File: config.mk
export PLATFORM = sky130hd
export DESIGN_NAME = instr_seq_ctrl_flat
export DESIGN_NICKNAME = d
export VERILOG_FILES = /design/src/rtl/instr_seq_ctrl_pkg.sv /design/src/rtl/instr_seq_ctrl_if.sv /design/src/rtl/instr_seq_ctrl.sv /design/src/flat_wrapper.sv
export SDC_FILE = /design/constraint.sdc
export NUM_CORES = 1
export LEC_CHECK = 0
export ABC_AREA = 1
export CAP_MARGIN = 0
export CORE_ASPECT_RATIO = 1.2
export CORE_MARGIN = 5
export CORE_UTILIZATION = 39
export CTS_BUF_LIST = sky130_fd_sc_hd__clkbuf_16
export DETAILED_ROUTE_END_ITERATION = 10
export PLACE_DENSITY = 0.79
export SYNTH_ARGS = -nofsm -noshare
export SYNTH_HDL_FRONTEND = slang
export SYNTH_SLANG_ARGS = --single-unit
File: constraint.sdc
create_clock -name clock -period 1.63 [get_ports clock]
set_input_delay 0.4075 -clock clock [delete_from_list [all_inputs] [get_ports clock]]
set_output_delay 0.4075 -clock clock [all_outputs]
set_load 0.05 [all_outputs]
File: src/rtl/instr_seq_ctrl_pkg.sv
// instr_seq_pkg: Mini SRC sequencer states, opcodes, bus codes, control bundle.
// Shared by instr_seq_ctrl and its datapath-facing interface.
package instr_seq_pkg;

  localparam logic [3:0] S_IDLE = 4'd0;
  localparam logic [3:0] S_T0   = 4'd1;
  localparam logic [3:0] S_T1   = 4'd2;
  localparam logic [3:0] S_T1W  = 4'd3;
  localparam logic [3:0] S_T2   = 4'd4;
  localparam logic [3:0] S_DEC  = 4'd5;
  localparam logic [3:0] S_BR3  = 4'd6;
  localparam logic [3:0] S_BR4  = 4'd7;
  localparam logic [3:0] S_BR5  = 4'd8;
  localparam logic [3:0] S_BR6  = 4'd9;
  localparam logic [3:0] S_JR3  = 4'd10;
  localparam logic [3:0] S_JAL3 = 4'd11;
  localparam logic [3:0] S_JAL4 = 4'd12;
  localparam logic [3:0] S_HALT = 4'd13;

  localparam logic [4:0] OP_BR   = 5'b01001;
  localparam logic [4:0] OP_JR   = 5'b10011;
  localparam logic [4:0] OP_JAL  = 5'b10100;
  localparam logic [4:0] OP_NOP  = 5'b11001;
  localparam logic [4:0] OP_HALT = 5'b11010;

  localparam logic [4:0] BUS_NONE = 5'b00000;
  localparam logic [4:0] BUS_PC   = 5'b10100;
  localparam logic [4:0] BUS_ZLO  = 5'b10011;
  localparam logic [4:0] BUS_MDR  = 5'b10101;
  localparam logic [4:0] BUS_C    = 5'b01100;

  localparam logic [3:0] ALU_ADD = 4'b0011;

  typedef struct packed {
    logic       inc_pc;
    logic       e_pc;
    logic       e_ir;
    logic       e_y;
    logic       e_z;
    logic       e_mar;
    logic       e_mdr;
    logic       e_con_ff;
    logic       ram_read;
    logic       mdr_read;
    logic [3:0] alu_op;
    logic [4:0] bus_sel;
    logic       gra;
    logic       grb;
    logic       e_rout;
    logic       e_rin;
    logic       imm_sel;
    logic       halted;
    logic       busy;
  } ctl_t;

endpackage

File: src/rtl/instr_seq_ctrl_if.sv
// instr_seq_ctrl_if: control strobes to the Mini SRC datapath, IR/CON back.
// master = sequencer, slave = datapath.
interface instr_seq_ctrl_if;
  logic [31:0] ir;
  logic        con;
  logic        incPC;
  logic        e_PC;
  logic        e_IR;
  logic        e_Y;
  logic        e_Z;
  logic        e_MAR;
  logic        e_MDR;
  logic        e_CON_FF;
  logic        ram_read;
  logic        MDR_read;
  logic [3:0]  ALU_op;
  logic [4:0]  BusDataSelect;
  logic        Gra;
  logic        Grb;
  logic        e_Rout;
  logic        e_Rin;
  logic        imm_sel;
  logic        halted;
  logic        busy;

  modport master (
    input  ir, con,
    output incPC, e_PC, e_IR, e_Y, e_Z, e_MAR, e_MDR, e_CON_FF,
    output ram_read, MDR_read, ALU_op, BusDataSelect,
    output Gra, Grb, e_Rout, e_Rin, imm_sel, halted, busy
  );

  modport slave (
    output ir, con,
    input  incPC, e_PC, e_IR, e_Y, e_Z, e_MAR, e_MDR, e_CON_FF,
    input  ram_read, MDR_read, ALU_op, BusDataSelect,
    input  Gra, Grb, e_Rout, e_Rin, imm_sel, halted, busy
  );
endinterface

File: src/rtl/instr_seq_ctrl.sv
// instr_seq_ctrl: hardwired fetch/decode/execute sequencer for Mini SRC.
// Optional branch counters enabled by INSTR_SEQ_BRCNT_EN.
module instr_seq_ctrl
  import instr_seq_pkg::*;
#(
  parameter int MEM_WAIT = 1,
  parameter int CNT_W    = 16
) (
  input  logic             clock,
  input  logic             clear,
  input  logic             run,
  instr_seq_ctrl_if.master dp
`ifdef INSTR_SEQ_BRCNT_EN
  ,
  output logic [CNT_W-1:0] br_total,
  output logic [CNT_W-1:0] br_taken
`endif
);

  localparam logic [2:0] WAIT_INIT = 3'(MEM_WAIT - 1);

  logic [3:0] state_q, state_d;
  logic [2:0] wait_q, wait_d;
  ctl_t       ctl_q, ctl_d;
  logic [4:0] opc;
  logic [3:0] nxt_instr;

  assign opc       = dp.ir[31:27];
  assign nxt_instr = run ? S_T0 : S_IDLE;

  // next-state and memory-wait counter
  always_comb begin
    state_d = state_q;
    wait_d  = wait_q;
    case (state_q)
      S_IDLE: if (run) state_d = S_T0;
      S_T0: begin
        state_d = S_T1;
        wait_d  = WAIT_INIT;
      end
      S_T1: begin
        if (wait_q == 3'd0) state_d = S_T1W;
        else wait_d = wait_q - 3'd1;
      end
      S_T1W: state_d = S_T2;
      S_T2:  state_d = S_DEC;
      S_DEC: begin
        case (opc)
          OP_BR:   state_d = S_BR3;
          OP_JR:   state_d = S_JR3;
          OP_JAL:  state_d = S_JAL3;
          OP_HALT: state_d = S_HALT;
          default: state_d = nxt_instr;
        endcase
      end
      S_BR3:  state_d = S_BR4;
      S_BR4:  state_d = S_BR5;
      S_BR5:  state_d = S_BR6;
      S_BR6:  state_d = nxt_instr;
      S_JR3:  state_d = nxt_instr;
      S_JAL3: state_d = S_JAL4;
      S_JAL4: state_d = nxt_instr;
      S_HALT: state_d = S_HALT;
      default: state_d = S_IDLE;
    endcase
  end

  // output decode from next state so strobes line up with the state
  always_comb begin
    ctl_d      = '0;
    ctl_d.busy = (state_d != S_IDLE) && (state_d != S_HALT);
    case (state_d)
      S_T0: begin
        ctl_d.bus_sel = BUS_PC;
        ctl_d.e_mar   = 1'b1;
        ctl_d.inc_pc  = 1'b1;
      end
      S_T1: ctl_d.ram_read = 1'b1;
      S_T1W: begin
        ctl_d.mdr_read = 1'b1;
        ctl_d.e_mdr    = 1'b1;
      end
      S_T2: begin
        ctl_d.bus_sel = BUS_MDR;
        ctl_d.e_ir    = 1'b1;
      end
      S_BR3: begin
        ctl_d.gra      = 1'b1;
        ctl_d.e_rout   = 1'b1;
        ctl_d.e_con_ff = 1'b1;
      end
      S_BR4: begin
        ctl_d.bus_sel = BUS_PC;
        ctl_d.e_y     = 1'b1;
      end
      S_BR5: begin
        ctl_d.bus_sel = BUS_C;
        ctl_d.imm_sel = 1'b1;
        ctl_d.alu_op  = ALU_ADD;
        ctl_d.e_z     = 1'b1;
      end
      S_BR6: begin
        ctl_d.bus_sel = BUS_ZLO;
        ctl_d.e_pc    = dp.con;
      end
      S_JR3, S_JAL4: begin
        ctl_d.gra    = 1'b1;
        ctl_d.e_rout = 1'b1;
        ctl_d.e_pc   = 1'b1;
      end
      S_JAL3: begin
        ctl_d.bus_sel = BUS_PC;
        ctl_d.grb     = 1'b1;
        ctl_d.e_rin   = 1'b1;
      end
      S_HALT: ctl_d.halted = 1'b1;
      default: ;
    endcase
  end

  // state, wait counter and registered controls
  always_ff @(posedge clock or negedge clear) begin
    if (!clear) begin
      state_q <= S_IDLE;
      wait_q  <= '0;
      ctl_q   <= '0;
    end else begin
      state_q <= state_d;
      wait_q  <= wait_d;
      ctl_q   <= ctl_d;
    end
  end

  assign dp.incPC         = ctl_q.inc_pc;
  assign dp.e_PC          = ctl_q.e_pc;
  assign dp.e_IR          = ctl_q.e_ir;
  assign dp.e_Y           = ctl_q.e_y;
  assign dp.e_Z           = ctl_q.e_z;
  assign dp.e_MAR         = ctl_q.e_mar;
  assign dp.e_MDR         = ctl_q.e_mdr;
  assign dp.e_CON_FF      = ctl_q.e_con_ff;
  assign dp.ram_read      = ctl_q.ram_read;
  assign dp.MDR_read      = ctl_q.mdr_read;
  assign dp.ALU_op        = ctl_q.alu_op;
  assign dp.BusDataSelect = ctl_q.bus_sel;
  assign dp.Gra           = ctl_q.gra;
  assign dp.Grb           = ctl_q.grb;
  assign dp.e_Rout        = ctl_q.e_rout;
  assign dp.e_Rin         = ctl_q.e_rin;
  assign dp.imm_sel       = ctl_q.imm_sel;
  assign dp.halted        = ctl_q.halted;
  assign dp.busy          = ctl_q.busy;

`ifdef INSTR_SEQ_BRCNT_EN
  logic [CNT_W-1:0] tot_q, tot_d, tkn_q, tkn_d;

  // count branches retiring in BR6; taken when PC was loaded
  always_comb begin
    tot_d = tot_q;
    tkn_d = tkn_q;
    if (state_q == S_BR6) begin
      tot_d = tot_q + 1'b1;
      if (ctl_q.e_pc) tkn_d = tkn_q + 1'b1;
    end
  end

  // branch counters, cleared only by reset
  always_ff @(posedge clock or negedge clear) begin
    if (!clear) begin
      tot_q <= '0;
      tkn_q <= '0;
    end else begin
      tot_q <= tot_d;
      tkn_q <= tkn_d;
    end
  end

  assign br_total = tot_q;
  assign br_taken = tkn_q;
`endif

endmodule
File: src/flat_wrapper.sv
// flat-port wrapper written by rule: the top's interface ports become plain ports
module instr_seq_ctrl_flat import instr_seq_pkg::*;
#(
  parameter int MEM_WAIT = 1,
  parameter int CNT_W    = 16
)
  (clock, clear, run, dp_ir, dp_con, dp_incPC, dp_e_PC, dp_e_IR, dp_e_Y, dp_e_Z, dp_e_MAR, dp_e_MDR, dp_e_CON_FF, dp_ram_read, dp_MDR_read, dp_ALU_op, dp_BusDataSelect, dp_Gra, dp_Grb, dp_e_Rout, dp_e_Rin, dp_imm_sel, dp_halted, dp_busy);
  instr_seq_ctrl_if dp_i ();
  input  logic clock;
  input  logic clear;
  input  logic run;
  input wire logic [$bits(dp_i.ir)-1:0] dp_ir;
  input wire logic [$bits(dp_i.con)-1:0] dp_con;
  output wire logic [$bits(dp_i.incPC)-1:0] dp_incPC;
  output wire logic [$bits(dp_i.e_PC)-1:0] dp_e_PC;
  output wire logic [$bits(dp_i.e_IR)-1:0] dp_e_IR;
  output wire logic [$bits(dp_i.e_Y)-1:0] dp_e_Y;
  output wire logic [$bits(dp_i.e_Z)-1:0] dp_e_Z;
  output wire logic [$bits(dp_i.e_MAR)-1:0] dp_e_MAR;
  output wire logic [$bits(dp_i.e_MDR)-1:0] dp_e_MDR;
  output wire logic [$bits(dp_i.e_CON_FF)-1:0] dp_e_CON_FF;
  output wire logic [$bits(dp_i.ram_read)-1:0] dp_ram_read;
  output wire logic [$bits(dp_i.MDR_read)-1:0] dp_MDR_read;
  output wire logic [$bits(dp_i.ALU_op)-1:0] dp_ALU_op;
  output wire logic [$bits(dp_i.BusDataSelect)-1:0] dp_BusDataSelect;
  output wire logic [$bits(dp_i.Gra)-1:0] dp_Gra;
  output wire logic [$bits(dp_i.Grb)-1:0] dp_Grb;
  output wire logic [$bits(dp_i.e_Rout)-1:0] dp_e_Rout;
  output wire logic [$bits(dp_i.e_Rin)-1:0] dp_e_Rin;
  output wire logic [$bits(dp_i.imm_sel)-1:0] dp_imm_sel;
  output wire logic [$bits(dp_i.halted)-1:0] dp_halted;
  output wire logic [$bits(dp_i.busy)-1:0] dp_busy;
  assign dp_i.ir = dp_ir;
  assign dp_i.con = dp_con;
  assign dp_incPC = dp_i.incPC;
  assign dp_e_PC = dp_i.e_PC;
  assign dp_e_IR = dp_i.e_IR;
  assign dp_e_Y = dp_i.e_Y;
  assign dp_e_Z = dp_i.e_Z;
  assign dp_e_MAR = dp_i.e_MAR;
  assign dp_e_MDR = dp_i.e_MDR;
  assign dp_e_CON_FF = dp_i.e_CON_FF;
  assign dp_ram_read = dp_i.ram_read;
  assign dp_MDR_read = dp_i.MDR_read;
  assign dp_ALU_op = dp_i.ALU_op;
  assign dp_BusDataSelect = dp_i.BusDataSelect;
  assign dp_Gra = dp_i.Gra;
  assign dp_Grb = dp_i.Grb;
  assign dp_e_Rout = dp_i.e_Rout;
  assign dp_e_Rin = dp_i.e_Rin;
  assign dp_imm_sel = dp_i.imm_sel;
  assign dp_halted = dp_i.halted;
  assign dp_busy = dp_i.busy;
  instr_seq_ctrl #(.MEM_WAIT(MEM_WAIT), .CNT_W(CNT_W)) u_core (.clock(clock), .clear(clear), .run(run), .dp(dp_i));
endmodule
==> results.tsv <==
metric	value	unit
average size of a mapped cell	7.793	um2
Setup TNS Final	0	ns
Area growth, synth to finish	56.35	%
Worst EP arrival	1.75	ns
worst-path maximum fanout	4	
crit-path leading delay family	simple AND/OR/NAND/NOR gates	
ant diodes	0	
yosys warns	0	
final net count	225	
DRT iter0 DRCs	22	
Filler cells	227	
post-synthesis cell type count	20	
CP cell instances	inv_2 -> nand2_1 -> inv_1 -> nand3_2 -> nand2_1 -> a21oi_4 -> buf_4 -> nand3_2 -> nand4_1	
initial antenna violation count	0	
Residual DRC	0	
Syn Inst Count	153	
H-tree Lvls	1	
first-pass GRT wire length	3.981	mm
share of the synthesized area in the top cell type	48.27	%
CTS root buf	clkbuf_16	
met1 Use GR	12.38	%
Worst-path clk slew	0.06	ns
largest cells by area after synthesis	dfrtp_1, nand2_1, nor2_1	
Finished Cell Area	1864	um2
Placed Area	1714	um2
Worst path max stage delay	0.42	ns
WL final	2.491	mm
Place WS	-0.4186	ns
DP Wirelength	1.833	mm
footprint of the multi-input gates	524.3	um2
pwr dens	1977	nW/um2
largest net degree at the start of global routing	24	
layer with the highest usage	met2	
fmax	636.3	MHz
Die W	60.48	um
sequential area share after synthesis	48.27	%
Final Core Density	62.14	%
initial core utilization	39.74	%
crit path kind	reg2reg	
RD Place Congestion	0.8382	
CTS tree	done	
core area	3000	um2
Placed Cells	217	
Final Critical Period	1.572	ns
Finished Layout Cells	222	
synthesized flop and latch total	23	
total number of clock tree sinks	23	
die area	4268	um2
Fin Clk Skew	0.001559	ns
Critical path buffers and inverters	3	
period utilization	96.41	%
Clock Tree Buf Depth	2	
antenna viol nets, final	0	
RSZ-0062 raised after global routing	true	
Slew Limit Fails	0	
total number of vias	1060	
FF/Latch Area	575.6	um2
row count	22	
CTS buffer count	3	
Hold Crit Class	in2async	
share of layout cells above drive strength 1	36.56	%
Port Buffers	32	
maximum vdd drop	0.001336	V
vias per std cell	4.775	
Crit-path slowest cell	dfrtp_1	
CP Launch Type	register	
Max Cap Viol	0	
status	finished clean	
post-route setup slack	0.05849	ns
Setup-failing EPs final	0	
wire per inst	11.22	um
vias in the first global route	1000	
GRT met2 Usage	22.96	%
final hold viol count	0	
Critical Path RT	1.81	ns
I/O Pins	62	
drt first pass iters	4	
global-route usage over all layers	11.99	%
grt ovf	0	
Static Leak	0.9705	nW
met3 Resource Use GR	1.642	%
Crit. End Element	register	
Die H	70.57	um
Clock Latency Late Sink	0.25	ns
post-synthesis cell area	1192	um2
leading area contributor after synthesis	dfrtp_1	
==> per-stage QoR <==
stage | power (mW) | hold WS [ns]
2_1_floorplan | 2.144 | 0.1119
3_3_place_gp | 2.915 | 0.4893
3_5_place_dp | 2.954 | 0.4969
4_1_cts | 3.545 | 0.5037
5_1_grt | 3.888 | 0.5484
6_report | 3.686 | 0.5095
==> final cells by class <==
type	instances	share of cell area, %
clock inverter	1	0.2685
timing repair buffer	38	29.46
inverter	24	4.832
multi-input combinational	97	28.12
clock buffer	3	4.027
sequential	23	30.87
tap	36	2.416
==> layout by cell type (no fill, tap or decap), drive strengths merged <==
master         count
nand2             35
buf               30
nor2              29
inv               24
dfrtp             23
nand3             15
dlygate4sd2        5
a21oi              5
clkbuf             3
clkdlybuf4s50      3
nand4              2
o21ai              2
conb               2
ha                 2
nor3               1
and2               1
o22ai              1
a31oi              1
nand3b             1
clkinv             1
==> metal layers <==
| layer | up-vias | wire length (um) |
|---|---|---|
| li1 | 530 | - |
| met1 | 489 | 884 |
| met2 | 39 | 1377 |
| met3 | 2 | 210 |
| met4 | 0 | 19 |
| met5 | - | 0 |
==> timing repair <==
action	in CTS	in global routing
setup endpoints to repair	8	10
pin swaps	2	6
setup buffers	1	0
hold endpoints to repair	0	0
resized for setup	11	17
hold buffers	0	0
cloned	0	0
==> worst register-to-register path, stage by stage (launching register included) <==
cell	delay, ns
dfrtp_1	0.42
inv_2	0.06
nand2_1	0.13
inv_1	0.09
nand3_2	0.10
nand2_1	0.12
a21oi_4	0.21
buf_4	0.15
nand3_2	0.10
nand4_1	0.12
==> where the power goes <==
| part | total [mW] | internal (mW) | switching [mW] |
|---|---|---|---|
| Combinational | 2.25 | 0.899 | 1.35 |
| Sequential | 0.919 | 0.747 | 0.172 |
| Clock | 0.514 | 0.329 | 0.185 |
| Total | 3.69 | 1.98 | 1.71 |
==> path summary, 6_finish.rpt <==
path                                               from                                   end  slack, ns  depth (start not counted)
hold / removal                                    clear          u_core.dp.ram_read$_DFF_PN0_       0.51                          2
min in group clock         u_core.wait_q[0]$_DFFE_PN0P_          u_core.wait_q[0]$_DFFE_PN0P_       0.53                          1
setup reg to reg            u_core.state_q[2]$_DFF_PN0_  u_core.dp.BusDataSelect[2]$_DFF_PN0_       0.06                          9
hold reg to reg            u_core.wait_q[0]$_DFFE_PN0P_          u_core.wait_q[0]$_DFFE_PN0P_       0.53                          1
max in group asynchronous                         clear              u_core.dp.e_PC$_DFF_PN0_       0.90                          2
setup / recovery            u_core.state_q[2]$_DFF_PN0_  u_core.dp.BusDataSelect[2]$_DFF_PN0_       0.06                          9
==> flip-flops by register name, summed over array words and instances (netlist names) <==
signal and flops:
u_core.dp.BusDataSelect 5, u_core.dp.e_Y 1, u_core.state_q 4, u_core.dp.e_MDR 1, u_core.dp.e_Rout 1, u_core.dp.busy 1, u_core.dp.e_IR 1, u_core.dp.e_CON_FF 1
u_core.dp.e_PC 1, u_core.dp.ram_read 1, u_core.dp.incPC 1, u_core.dp.halted 1, u_core.wait_q 3, u_core.dp.Grb 1
==> cells by family (layout without fill, tap and decap cells) <==
| logic type | Yosys count | after routing | synth area share, % |
|---|---|---|---|
| compound gates | 9 | 9 | 4.303 |
| other cells | 1 | 2 | 0.3145 |
| buf+inv | 34 | 66 | 13.85 |
| flops | 23 | 23 | 48.27 |
| simple gates | 84 | 84 | 31.17 |
| fa+ha+maj | 2 | 2 | 2.098 |
==> synth_stat cells, drive strengths merged <==
master  number
inv         24
buf         10
o21ai        2
conb         1
nor2        29
nand3b       1
and2         1
a31oi        1
nand4        2
nand2       35
o22ai        1
dfrtp       23
a21oi        5
nor3         1
nand3       15
ha           2
No activity file was read; power rests on OpenSTA's default activity.
